--- src/rtl/alu_arbiter.sv ---
// Round-robin arbiter sharing one combinational ALU between two requesters.
// Each requester owns a one-deep result slot that holds until it is accepted.
module alu_arbiter #(
  parameter int WIDTH = 32,
  parameter int OPW   = 5
) (
  input  logic             clk,
  input  logic             rst,

  input  logic             req0_valid,
  input  logic [WIDTH-1:0] req0_a,
  input  logic [WIDTH-1:0] req0_b,
  input  logic [OPW-1:0]   req0_op,
  output logic             req0_ready,
  output logic             rsp0_valid,
  output logic [WIDTH-1:0] rsp0_c,
  output logic             rsp0_zero,
  input  logic             rsp0_ready,

  input  logic             req1_valid,
  input  logic [WIDTH-1:0] req1_a,
  input  logic [WIDTH-1:0] req1_b,
  input  logic [OPW-1:0]   req1_op,
  output logic             req1_ready,
  output logic             rsp1_valid,
  output logic [WIDTH-1:0] rsp1_c,
  output logic             rsp1_zero,
  input  logic             rsp1_ready,

  output logic [WIDTH-1:0] alu_a,
  output logic [WIDTH-1:0] alu_b,
  output logic [OPW-1:0]   alu_op,
  input  logic [WIDTH-1:0] alu_c,
  input  logic             alu_zero
);

  logic             req_valid [2];
  logic [WIDTH-1:0] req_a     [2];
  logic [WIDTH-1:0] req_b     [2];
  logic [OPW-1:0]   req_op    [2];
  logic             rsp_ready [2];

  logic             elig      [2];
  logic             grant     [2];

  logic             rsp_valid_reg [2];
  logic [WIDTH-1:0] rsp_c_reg     [2];
  logic             rsp_zero_reg  [2];

  // 0 favours requester 0, 1 favours requester 1
  logic             prio_reg;

  assign req_valid[0] = req0_valid;
  assign req_a[0]     = req0_a;
  assign req_b[0]     = req0_b;
  assign req_op[0]    = req0_op;
  assign rsp_ready[0] = rsp0_ready;
  assign req_valid[1] = req1_valid;
  assign req_a[1]     = req1_a;
  assign req_b[1]     = req1_b;
  assign req_op[1]    = req1_op;
  assign rsp_ready[1] = rsp1_ready;

  generate
    for (genvar gi = 0; gi < 2; gi++) begin : g_slot
      // A full slot frees up this cycle if its owner is taking the result now
      assign elig[gi] = req_valid[gi] & (~rsp_valid_reg[gi] | rsp_ready[gi]) & ~rst;

      always_ff @(posedge clk) begin
        if (rst) begin
          rsp_valid_reg[gi] <= 1'b0;
          rsp_c_reg[gi]     <= '0;
          rsp_zero_reg[gi]  <= 1'b0;
        end else if (grant[gi]) begin
          rsp_valid_reg[gi] <= 1'b1;
          rsp_c_reg[gi]     <= alu_c;
          rsp_zero_reg[gi]  <= alu_zero;
        end else if (rsp_valid_reg[gi] && rsp_ready[gi]) begin
          rsp_valid_reg[gi] <= 1'b0;
        end
      end
    end
  endgenerate

  always_comb begin
    grant[0] = elig[0] & (~elig[1] | ~prio_reg);
    grant[1] = elig[1] & (~elig[0] |  prio_reg);
  end

  always_comb begin
    alu_a  = '0;
    alu_b  = '0;
    alu_op = '0;
    if (grant[0]) begin
      alu_a  = req_a[0];
      alu_b  = req_b[0];
      alu_op = req_op[0];
    end else if (grant[1]) begin
      alu_a  = req_a[1];
      alu_b  = req_b[1];
      alu_op = req_op[1];
    end
  end

  always_ff @(posedge clk) begin
    if (rst)
      prio_reg <= 1'b0;
    else if (grant[0])
      prio_reg <= 1'b1;
    else if (grant[1])
      prio_reg <= 1'b0;
  end

  assign req0_ready = grant[0];
  assign req1_ready = grant[1];
  assign rsp0_valid = rsp_valid_reg[0];
  assign rsp0_c     = rsp_c_reg[0];
  assign rsp0_zero  = rsp_zero_reg[0];
  assign rsp1_valid = rsp_valid_reg[1];
  assign rsp1_c     = rsp_c_reg[1];
  assign rsp1_zero  = rsp_zero_reg[1];

endmodule

--- config.mk ---
export PLATFORM = sky130hd
export DESIGN_NAME = alu_arbiter
export DESIGN_NICKNAME = d
export VERILOG_FILES = /design/src/rtl/alu_arbiter.sv
export SDC_FILE = /design/constraint.sdc
export NUM_CORES = 1
export LEC_CHECK = 0
export CAP_MARGIN = 20
export CORE_AREA = 2 2 122 124
export CTS_CLUSTER_DIAMETER = 200
export CTS_CLUSTER_SIZE = 16
export DETAILED_ROUTE_END_ITERATION = 7
export DIE_AREA = 0 0 124 126
export PLACE_DENSITY = 0.74
export RECOVER_POWER = 100
export SYNTH_ARGS = -nofsm -noshare
export SYNTH_HDL_FRONTEND = slang
export SYNTH_SLANG_ARGS = --single-unit
--- constraint.sdc ---
create_clock -name clk -period 3.2 [get_ports clk]
set_input_delay 0.64 -clock clk [delete_from_list [all_inputs] [get_ports clk]]
set_output_delay 0.64 -clock clk [all_outputs]
set_load 0.005 [all_outputs]
Word level (Yosys, flattened, before mapping)
Memory sizes are Yosys's and may differ from the RTL's.
Cells that the tools add are included.
{ "totals": {"ff_bits": 1, "latchBits": 0, "ramBits": 68, "romBits": 0, "input_bits": 177, "output_inout_bits": 139, "elab_cells": 63, "n_memories": 3} }
{ "classes": {"n_addsub": 0, "mul": 0, "div_mod_pow": 0, "n_lt_le_gt_ge": 0, "eq_ne": 0, "n_shift": 0, "n_mux": 32, "bitwise_logic": 24, "n_reduce_logical": 3} }
{ "memory_table": {"columns": ["name", "depth", "width", "read_ports", "rd_ports_with_merged_regs", "write_ports", "line_no", "source"], "rows": [
  ["rsp_c_reg", 2, 32, 2, 0, 2, "47", "logic [WIDTH-1:0] rsp_c_reg [2];"],
  ["rsp_valid_reg", 2, 1, 2, 0, 2, "46", "logic rsp_valid_reg [2];"],
  ["rsp_zero_reg", 2, 1, 2, 0, 2, "48", "logic rsp_zero_reg [2];"]
]} }
{ "ops": {"columns": ["operator", "n"], "rows": [
  ["$mux 32", 6],
  ["$mux 1", 24],
  ["$or 1x1->1", 12],
  ["$mux 5", 2],
  ["$and 1x1->1", 6],
  ["$not 1->1", 6],
  ["$logic_and 1x1->1", 2],
  ["$reduce_bool 2->1", 1]
]} }

Depth between registers and ports, before layout
{ "logic_depth": {"word_depth": 12, "ltp_mapped": 6, "ltp_nobuf": 3} }

Worst setup path after synthesis
OpenSTA, ideal clock, no wires.
{ "synth_timing": {"kind": "input -> register", "start": "in rst", "end": "mem rsp_c_reg[0][0] (enable)", "setup_time_ns": 0.485, "arrival_time_ns": 1.927, "required_ns": 2.715, "slack_ns": 0.787, "path_stages": 5, "path_buffers": 3, "path_cell_list": "buf_2 > inv_1 > buf_4 > clkbuf_1 > nand2_1"} }
{ "synth_lines": {"columns": ["element", "line_no", "source"], "rows": [
  ["start: declaration", "8", "input logic rst,"],
  ["end: declaration", "47", null]
]} }

Final worst setup path
{ "layout_timing": {"start": "in rsp1_ready", "end": "out alu_op[1]"} }
{ "layout_between": {"elab_chain_cells": 7, "elab_cells_between_ends": 9, "classes_between": "2 x mux; 7 x bitwise"} }
{ "layout_rtl": {"columns": ["element", "line_no", "source"], "rows": [
  ["start: declaration", "28", "input logic rsp1_ready,"],
  ["$or 1x1->1 (*)", "67", "assign elig[gi] = req_valid[gi] & (~rsp_valid_reg[gi] | rsp_ready[gi]) & ~rst;"],
  ["$and 1x1->1 (*) (2 in series)", "67", null],
  ["$not 1->1", "86", "grant[0] = elig[0] & (~elig[1] | ~prio_reg);"],
  ["$or 1x1->1", "86", null],
  ["$and 1x1->1", "86", null],
  ["$mux 5 (*)", "94", "if (grant[0]) begin"],
  ["end: declaration", "32", "output logic [OPW-1:0] alu_op,"]
]} }
Mark *: on every way between the ends. The rest lies on a longest branch, timed or not.

==> metrics.csv <==
metric,value,unit
drv_cap,0,
io_pins,316,
drt_first_pass_iters,7,
leakage,4.16,nW
fin_crit_sh,0.995,
tightest_slew,1.21,ns
p_sw,697,uW
numCtsBuffers,9,
fmaxAchievable,314,MHz
status,finished clean,
drt_wl_total,16400,microns
cts_htree_levels,3,
internal_power,2.26,mW
ys.flop_type,edfxtp_1,
synth_seq_cells,69,
clk_pin_slew,0.05,ns
setup_viol,0,
dieArea,0.0156,sq mm
first_iter_violations,257,
min_period,3.19,ns
cp-start-kind,input port,
ff_latch_area,0.00206,sq mm
core_area,0.0143,sq mm
ys_types,20,
slew_headroom,0.193,
gp_congestion,0.852,
clkPwrFrac,0.344,
path_class,input port to output port,
reg2regPathDepth,4,
largest_register_ffs,64,
fin_worst_skew,0.00372,ns
overflow,0,
cp_max_fo,28,
maxSlewViolCount,0,
final_area,0.00796,sq mm
rows,44,
grt_max_degree,67,
io_buffers,315,
vias_per_cell,4.78,
syn-num-nets,578,
power_frac_seq,0.375,
critPathRequiredTime,2.56,ns
netSwitchingFraction,0.236,
antenna_found_initial,3,
setup_tns,0,ns
min_path_type,flip-flop to flip-flop,
placed_area,0.00736,sq mm
avgSynthCellArea,9.95,sq um
worstSkewPairLatency,0.33,ns
grt_pass1_wl,23500,microns
dpl.hpwl,12000,microns
initial_core_util,0.279,
combPwrFrac,0.282,
async_reset_ff_frac,0,
setup.worst_path.end_class,output port,
die_w,124,microns
cts_tree,yes,
grt_use_total,0.195,
yosys_warnings,0,
syn_area,0.00399,sq mm
synthCells,401,
cts.sinks,69,
final_nets,889,
drive_gt1_frac,0.0628,
whs_path_depth,2,
layout_commonest_cell,clkdlybuf4s50_1,
rsz0062_at_grt,true,
routedWlPerCell,18.2,microns
p_per_area,371,mW/mm^2
most-common-layout-cells,"clkdlybuf4s50_1 (181), nand2_1 (73), inv_1 (69)",
synth_edf_count,68,
fillers,1229,
drc,0,
cts.path.max_buffers,2,
final-hold-violation-count,0,
ant_nets,0,
cp.arrival,2.55,ns
syn_to_final_growth,99.5,%
irDropWorstVdd,0.000223,V
cts_root_buffer,clkbuf_16,
grt_pass1_vias,4321,
cts_hold_buf,0,
multi_input_area,0.00150,sq mm
routed-via-count,4314,
die_y,126,microns
seq_area_frac_synth,0.517,
==> power groups by stage <==
stage	Sequential [mW]	Combinational (mW)	Clock, mW
after global placement	1.13	0.837	0
final	1.11	0.832	1.02
after floorplan	1.14	0.252	0
after global routing	1.11	0.900	1.07
after CTS	1.11	0.859	1.03
after detailed placement	1.13	0.844	0
==> through the flow <==
step | setup slack, ns | hold WS, ns | util | total power, mW | instances
2_1_floorplan | 0.787 | 0.450 | - | 1.39 | 401
3_3_place_gp | -0.0498 | 0.473 | 0.514 | 1.96 | 879
3_5_place_dp | -0.0424 | 0.493 | 0.514 | 1.97 | 879
4_1_cts | 0.00264 | 0.507 | 0.539 | 3.00 | 894
5_1_grt | -0.0512 | 0.539 | 0.556 | 3.08 | 903
6_report | 0.0148 | 0.505 | 0.556 | 2.95 | 903
==> critical path, stage by stage <==
cell and delay (ns):
clkdlybuf4s50_1 0.43, and2b_2 0.27, o211ai_4 0.13, buf_12 0.19, o32ai_1 0.28, clkdlybuf4s50_1 0.57
==> synthesized netlist by cell type (2+ instances only) <==
library cell | number | area share
a21oi_1 | 2 | 0.0025
and2_1 | 66 | 0.10
and2b_1 | 2 | 0.0038
buf_2 | 11 | 0.014
buf_6 | 10 | 0.028
clkbuf_1 | 14 | 0.013
edfxtp_1 | 68 | 0.51
inv_1 | 70 | 0.066
nand2_1 | 73 | 0.069
nand2b_1 | 3 | 0.0047
o2111a_1 | 3 | 0.0085
o21ai_0 | 3 | 0.0038
o32ai_1 | 69 | 0.15
==> logic make-up after synthesis <==
kind of cell / synth area share
and+or+nand+nor: 0.183
buffers and inverters: 0.123
AOI/OAI and AO/OA: 0.178
DFF: 0.517
==> layout make-up <==
cell class	count	share of cell area
Inverter	70	0.0330
Clock buffer	9	0.0283
Clock inverter	6	0.00990
Timing Repair Buffer	336	0.452
Multi-Input combinational cell	226	0.189
Tap cell	184	0.0289
Sequential cell	69	0.259
Antenna cell	3	0.000943
==> routing by layer <==
layer | share of wire | global-route usage | vias to the layer above
met3 | 0.087 | 0.0462 | 27
met1 | 0.40 | 0.239 | 2002
met5 | 0 | 0 | -
li1 | - | - | 2028
met4 | 0.024 | 0.0760 | 0
met2 | 0.49 | 0.330 | 257
==> timing repair <==
item	in CTS	in global routing
setup buffers	0	3
endpoints found under the setup margin	8	59
gates cloned	0	3
pin swaps	0	2
gates resized for setup	8	66
==> path summary, 6_finish.rpt <==
kind	slack, ns	end	start
setup reg to reg	1.01	rsp_c_reg[1][25]	rsp_valid_reg[0]
hold / removal	0.50	prio_reg	prio_reg
hold reg to reg	0.50	prio_reg	prio_reg
setup / recovery	0.01	alu_op[1]	rsp1_ready
Note: power is estimated with default switching activity, not from simulation.
